### config.mk
export PLATFORM = sky130hd
export DESIGN_NAME = pack_host_proxy
export DESIGN_NICKNAME = d
export VERILOG_FILES = /design/src/rtl/pack_host_pkg.sv /design/src/rtl/pack_host_proxy_stage.sv /design/src/rtl/pack_host_proxy.sv
export SDC_FILE = /design/constraint.sdc
export NUM_CORES = 1
export LEC_CHECK = 0
export CORE_ASPECT_RATIO = 0.9
export CORE_MARGIN = 2
export CORE_UTILIZATION = 30
export CTS_CLUSTER_DIAMETER = 50
export DETAILED_ROUTE_END_ITERATION = 8
export GPL_TIMING_DRIVEN = 0
export PLACE_DENSITY = 0.62
export SETUP_SLACK_MARGIN = 0.2
export SLEW_MARGIN = 10
export SYNTH_ARGS = -nofsm -noshare
export SYNTH_HDL_FRONTEND = slang
export SYNTH_HIERARCHICAL = 1
export SYNTH_SLANG_ARGS = --single-unit
### constraint.sdc
create_clock -name CLK -period 2.6 [get_ports CLK]
set_clock_uncertainty 0.05 [all_clocks]
set_input_delay 0.65 -clock CLK [delete_from_list [all_inputs] [get_ports CLK]]
set_output_delay 0.65 -clock CLK [all_outputs]
set_load 0.02 [all_outputs]
### src/rtl/pack_host_pkg.sv
// Shared constants and types for the Pack host proxy: message geometry,
// default method IDs and the bit layout of the request and indication messages.
package pack_host_pkg;

   localparam int HDR_WIDTH     = 16;
   localparam int PAYLOAD_WIDTH = 128;
   localparam int MSG_WIDTH     = HDR_WIDTH + PAYLOAD_WIDTH;
   localparam int CNT_WIDTH     = 8;

   localparam logic [HDR_WIDTH-1:0] SAY_ID   = 16'd0;
   localparam logic [HDR_WIDTH-1:0] HEARD_ID = 16'd0;

   localparam int HDR_MSB = 143;
   localparam int HDR_LSB = 128;

   // request (say) layout; bits below SAY_SEQ_LSB are zero
   localparam int SAY_V_MSB   = 127;
   localparam int SAY_V_LSB   = 96;
   localparam int SAY_SEQ_MSB = 95;
   localparam int SAY_SEQ_LSB = 88;

   // indication (heard) layout; bits below IND_SEQ_LSB are ignored
   localparam int IND_V_MSB   = 127;
   localparam int IND_V_LSB   = 96;
   localparam int IND_WC_MSB  = 95;
   localparam int IND_WC_LSB  = 88;
   localparam int IND_RC_MSB  = 87;
   localparam int IND_RC_LSB  = 80;
   localparam int IND_SEQ_MSB = 79;
   localparam int IND_SEQ_LSB = 72;

   typedef struct packed {
      logic [31:0] v;
      logic [7:0]  write_count;
      logic [7:0]  read_count;
      logic [7:0]  seqno;
   } heard_t;

endpackage

### src/rtl/pack_host_proxy_stage.sv
// One-entry registered ENA/RDY slice; sustains one transfer per cycle when
// the consumer is ready and holds its entry stable while stalled.
module pack_host_stage #(
   parameter int W = 8
) (
   input  logic         clk_i,
   input  logic         rst_i,
   input  logic         in_ena_i,
   input  logic [W-1:0] in_data_i,
   output logic         in_rdy_o,
   output logic         out_ena_o,
   output logic [W-1:0] out_data_o,
   input  logic         out_rdy_i
);

   logic         full_q, full_d;
   logic [W-1:0] data_q, data_d;
   logic         in_fire, out_fire;

   assign in_rdy_o   = !full_q || out_rdy_i;
   assign in_fire    = in_ena_i && in_rdy_o;
   assign out_fire   = full_q && out_rdy_i;
   assign out_ena_o  = full_q;
   assign out_data_o = data_q;

   // a load in the same cycle as a drain keeps the stage full
   always_comb begin
      full_d = full_q;
      data_d = data_q;
      if (in_fire) begin
         full_d = 1'b1;
         data_d = in_data_i;
      end else if (out_fire) begin
         full_d = 1'b0;
      end
   end

   always_ff @(posedge clk_i) begin
      if (rst_i) begin
         full_q <= 1'b0;
         data_q <= '0;
      end else begin
         full_q <= full_d;
         data_q <= data_d;
      end
   end

endmodule

### src/rtl/pack_host_proxy.sv
// Host-side Pack proxy: packs say calls into request messages and unpacks
// indication messages into heard calls. Optional PACK_HOST_SEQCHK_EN adds seqErrCount.
module pack_host_proxy #(
   parameter int                    HDR_WIDTH     = pack_host_pkg::HDR_WIDTH,
   parameter int                    PAYLOAD_WIDTH = pack_host_pkg::PAYLOAD_WIDTH,
   parameter logic [HDR_WIDTH-1:0]  SAY_ID        = pack_host_pkg::SAY_ID,
   parameter logic [HDR_WIDTH-1:0]  HEARD_ID      = pack_host_pkg::HEARD_ID,
   parameter int                    CNT_WIDTH     = pack_host_pkg::CNT_WIDTH
) (
   input  logic                               CLK,
   input  logic                               RST,
   input  logic                               say__ENA,
   input  logic [31:0]                        say_v,
   input  logic [7:0]                         say_seqno,
   output logic                               say__RDY,
   output logic                               req_enq__ENA,
   output logic [HDR_WIDTH+PAYLOAD_WIDTH-1:0] req_enq_v,
   input  logic                               req_enq__RDY,
   input  logic                               ind_enq__ENA,
   input  logic [HDR_WIDTH+PAYLOAD_WIDTH-1:0] ind_enq_v,
   output logic                               ind_enq__RDY,
   output logic                               heard__ENA,
   output logic [31:0]                        heard_v,
   output logic [7:0]                         heard_writeCount,
   output logic [7:0]                         heard_readCount,
   output logic [7:0]                         heard_seqno,
   input  logic                               heard__RDY,
   output logic [CNT_WIDTH-1:0]               dropCount
`ifdef PACK_HOST_SEQCHK_EN
   ,
   output logic [CNT_WIDTH-1:0]               seqErrCount
`endif
);

   import pack_host_pkg::*;

   localparam int MSG_W = HDR_WIDTH + PAYLOAD_WIDTH;

   logic [MSG_W-1:0]     req_msg;
   heard_t               ind_fields, heard_q;
   logic                 hdr_hit, ind_fire;
   logic [CNT_WIDTH-1:0] drop_cnt_q, drop_cnt_d;
   logic                 unused_ind_bits;

   always_comb begin
      req_msg                          = '0;
      req_msg[HDR_MSB:HDR_LSB]         = SAY_ID;
      req_msg[SAY_V_MSB:SAY_V_LSB]     = say_v;
      req_msg[SAY_SEQ_MSB:SAY_SEQ_LSB] = say_seqno;
   end

   pack_host_stage #(.W(MSG_W)) u_req_stage (
      .clk_i      (CLK),
      .rst_i      (RST),
      .in_ena_i   (say__ENA),
      .in_data_i  (req_msg),
      .in_rdy_o   (say__RDY),
      .out_ena_o  (req_enq__ENA),
      .out_data_o (req_enq_v),
      .out_rdy_i  (req_enq__RDY)
   );

   assign ind_fields.v           = ind_enq_v[IND_V_MSB:IND_V_LSB];
   assign ind_fields.write_count = ind_enq_v[IND_WC_MSB:IND_WC_LSB];
   assign ind_fields.read_count  = ind_enq_v[IND_RC_MSB:IND_RC_LSB];
   assign ind_fields.seqno       = ind_enq_v[IND_SEQ_MSB:IND_SEQ_LSB];
   assign unused_ind_bits        = ^ind_enq_v[IND_SEQ_LSB-1:0];

   assign hdr_hit  = (ind_enq_v[HDR_MSB:HDR_LSB] == HEARD_ID);
   assign ind_fire = ind_enq__ENA && ind_enq__RDY;

   // unknown IDs are still accepted (RDY unaffected) but never loaded
   pack_host_stage #(.W($bits(heard_t))) u_ind_stage (
      .clk_i      (CLK),
      .rst_i      (RST),
      .in_ena_i   (ind_enq__ENA && hdr_hit),
      .in_data_i  (ind_fields),
      .in_rdy_o   (ind_enq__RDY),
      .out_ena_o  (heard__ENA),
      .out_data_o (heard_q),
      .out_rdy_i  (heard__RDY)
   );

   assign heard_v          = heard_q.v;
   assign heard_writeCount = heard_q.write_count;
   assign heard_readCount  = heard_q.read_count;
   assign heard_seqno      = heard_q.seqno;

   always_comb begin
      drop_cnt_d = drop_cnt_q;
      if (ind_fire && !hdr_hit && (drop_cnt_q != '1))
         drop_cnt_d = drop_cnt_q + CNT_WIDTH'(1);
   end

   always_ff @(posedge CLK) begin
      if (RST) drop_cnt_q <= '0;
      else     drop_cnt_q <= drop_cnt_d;
   end

   assign dropCount = drop_cnt_q;

`ifdef PACK_HOST_SEQCHK_EN
   logic [7:0]           exp_seq_q, exp_seq_d;
   logic [CNT_WIDTH-1:0] seq_err_q, seq_err_d;

   always_comb begin
      exp_seq_d = exp_seq_q;
      seq_err_d = seq_err_q;
      if (heard__ENA && heard__RDY) begin
         exp_seq_d = heard_seqno + 8'd1;
         if ((heard_seqno != exp_seq_q) && (seq_err_q != '1))
            seq_err_d = seq_err_q + CNT_WIDTH'(1);
      end
   end

   always_ff @(posedge CLK) begin
      if (RST) begin
         exp_seq_q <= '0;
         seq_err_q <= '0;
      end else begin
         exp_seq_q <= exp_seq_d;
         seq_err_q <= seq_err_d;
      end
   end

   assign seqErrCount = seq_err_q;
`endif

endmodule
==> flow_summary.toml <==
[sta]
timing_max_transition_violations_final = 0
final-setup-viol-count = 0
relSlewSlack = 0.514
max_freq_ghz = 0.430
worst-slew-pin-transition_ns = 0.730
rsz0062_at_grt = "yes"
hold_viol = 0
finalCriticalPeriod_ns = 2.32
period_share = 0.893
setup_ws_ns = 0.277

[logic_synthesis]
yosysWarnings = 6
netlist_instances = 979
yosys.area.top_type_share = 0.408
yosys_register_bits = 210
yosys.cell_types.count = 40
synthAdderAreaFrac = 0.00121
synth_ff_type = "dfxtp_1"
synthTopCellsByCount = "210 x dfxtp_1, 125 x a21bo_1, 102 x a21oi_1, 102 x a21oi_2, 102 x nand3_1"
synth-edff-count = 0
synth-xor-area-share = 0
post_synth.cell_area_avg_um2 = 10.5
yosysMostFrequentCell = "dfxtp_1"
yosysSeqAreaShare = 0.408
async_reset_ff_frac = 0
synth_top_family_by_area = "compound AO/OA/AOI/OAI gates"
synthMuxAreaShare = 0.00679
synthSimpleGateAreaFrac = 0.173
synth_compound_area_frac = 0.333
synthTopCellsByArea = "dfxtp_1 41%, a21bo_1 12%, nand3_2 9.7%, a21oi_2 8.7%, a21bo_2 7.3%"
synth.largest_area_cell = "dfxtp_1"
syn_area_mm2 = 0.0103

[die]
coreArea_mm2 = 0.0340
die_w_um = 199
floorplan.rows = 64
start_util = 0.304
ios = 402
die_h_um = 180
die-area_mm2 = 0.0359

[route]
post-route-drc-count = 0
initialDrtViolationCount = 298
wirelength_um = 31400
wl_per_cell_um = 16.2
vias_per_cell = 4.53
drt_first_pass_iters = 4
vias = 8754
postRouteAntennaNets = 0

[place]
portBuffers = 328
pre_cts_slack_ns = -0.502
placed_cells = 1872
place_hpwl_um = 22500
gp_congestion = 0.833

[clocking]
cts_max_level = 1
clkSinkCount = 210
clock-root-buffer = "clkbuf_16"
clk_path_buf_depth = 3
cts_made_buffers = 28
cts_hold_buf = 0
clock_latency_ns = 0.54
cts_tree = "yes"
cts.clk_slew.worst_paths_ns = 0.05

[critical_path]
arrival_ns = 1.62
start_kind = "input pin"
worstPathRequired_ns = 1.90
path_class = "input pin to output port"
critPathCaptureType = "output port"
worstPathMaxFanout = 10

[layout]
num-nets-final = 1639
drive_above_1_share = 0.297
fin_cells = 1933
area_delta_synth_final_pct = 52.1

[global_route]
antenna_found_initial = 1
track_usage = 0.168
grt_pass1_vias = 8759
grt-ovfl-total = 0
grt_max_degree = 15
grt_pass1_wl_um = 48700

[power]
switchingPower_mw = 2.25
ir_drop_uv = 442
power_density_mw_per_mm2 = 570
comb_power_share = 0.151
p_int_mw = 6.69
power_leakage_nw = 5.89
clkPwrFrac = 0.465
switching_share = 0.251
seqPwrFrac = 0.384

[job]
drv_cap = 0

[outcome]
status = "finished, final reports clean"

[min_path]
hold_class = "flop to flop"
[layout by cell type (no fill, tap or decap), drive strengths merged, types with 4 or more instances in the layout]
cell,n
bufinv,6
a21oi,204
mux2,5
nand3,202
a21bo,200
nor2b,4
nand2b,4
nand2,5
nor4,5
clkbuf,68
dfxtp,210
clkinv,5
clkdlybuf4s50,324
buf,94
conb,104
nor2,8
[through the flow]
stage	util	area (um^2)	setup TNS (ns)	total power, mW	hold WS, ns
2_1_floorplan	-	10700	0	4.23	0.522
3_3_place_gp	0.429	14600	-36.43	4.84	0.449
5_1_grt	0.462	15700	0	9.31	0.527
6_report	0.462	15700	0	8.94	0.490
4_1_cts	0.460	15600	0	9.07	0.508
3_5_place_dp	0.429	14600	-41.97	4.84	0.500
[area by class of cell]
cell class	instances	area, um^2
antenna	1	2.50
buffer	113	850
clock buffer	39	772
clock inverter	13	236
fill	3303	18300
inverter	2	7.51
multi-input combinational	757	5690
sequential	210	4200
tap	462	578
timing repair buffer	336	3350
[registers in the layout, indices dropped and copies added (netlist names)]
register and flops:
u_req_stage/out_data_o 144, u_ind_stage/out_data_o 56, u_req_stage/out_ena_o 1, u_ind_stage/out_ena_o 1, dropCount 8
[cell families (layout without fill, tap and decap cells)]
| group | Yosys count | count (layout) |
|---|---|---|
| AOI/OAI and AO/OA | 406 | 406 |
| other | 1 | 105 |
| DFF | 210 | 210 |
| and+or+nand+nor | 240 | 240 |
| buffers and inverters | 115 | 503 |
| muxes | 6 | 6 |
| adders and majority gates | 1 | 1 |
[critical path, cell delays in order]
cell and delay (ns):
clkdlybuf4s50_1 0.45, nand2b_4 0.14, buf_8 0.10, buf_6 0.13, buf_4 0.16
[per-layer routing]
layer  global-route usage  wire [um]  vias up
met5                    0          0        -
met4               0.0385        717        0
met3               0.0630       3050       44
met2                0.277      14000      270
met1                0.207      13600     4063
li1                     -          -     4377
[path summary, 6_finish.rpt]
check / startpoint / to / slack [ns] / depth (start not counted)
max: req_enq__RDY / say__RDY / 0.28 / 5
min: dropCount[1] / dropCount[1] / 0.49 / 2
max reg2reg: u_ind_stage/out_ena_o / dropCount[5] / 0.58 / 8
min reg2reg: dropCount[1] / dropCount[1] / 0.49 / 2
[power by group through the flow]
stage / Clock (mW) / Sequential [mW] / Combinational (mW)
floorplan: 0 / 3.65 / 0.588
global placement: 0 / 3.50 / 1.35
detailed placement: 0 / 3.50 / 1.35
CTS: 4.28 / 3.43 / 1.36
global route: 4.41 / 3.44 / 1.45
finish: 4.16 / 3.43 / 1.35
[what timing repair did]
item	CTS	global route
gates resized for setup	24	10
buffers inserted	2	6
gates cloned	0	0
setup endpoints to repair	52	56
pin swaps	0	0
(Power assumes the default switching activity.)
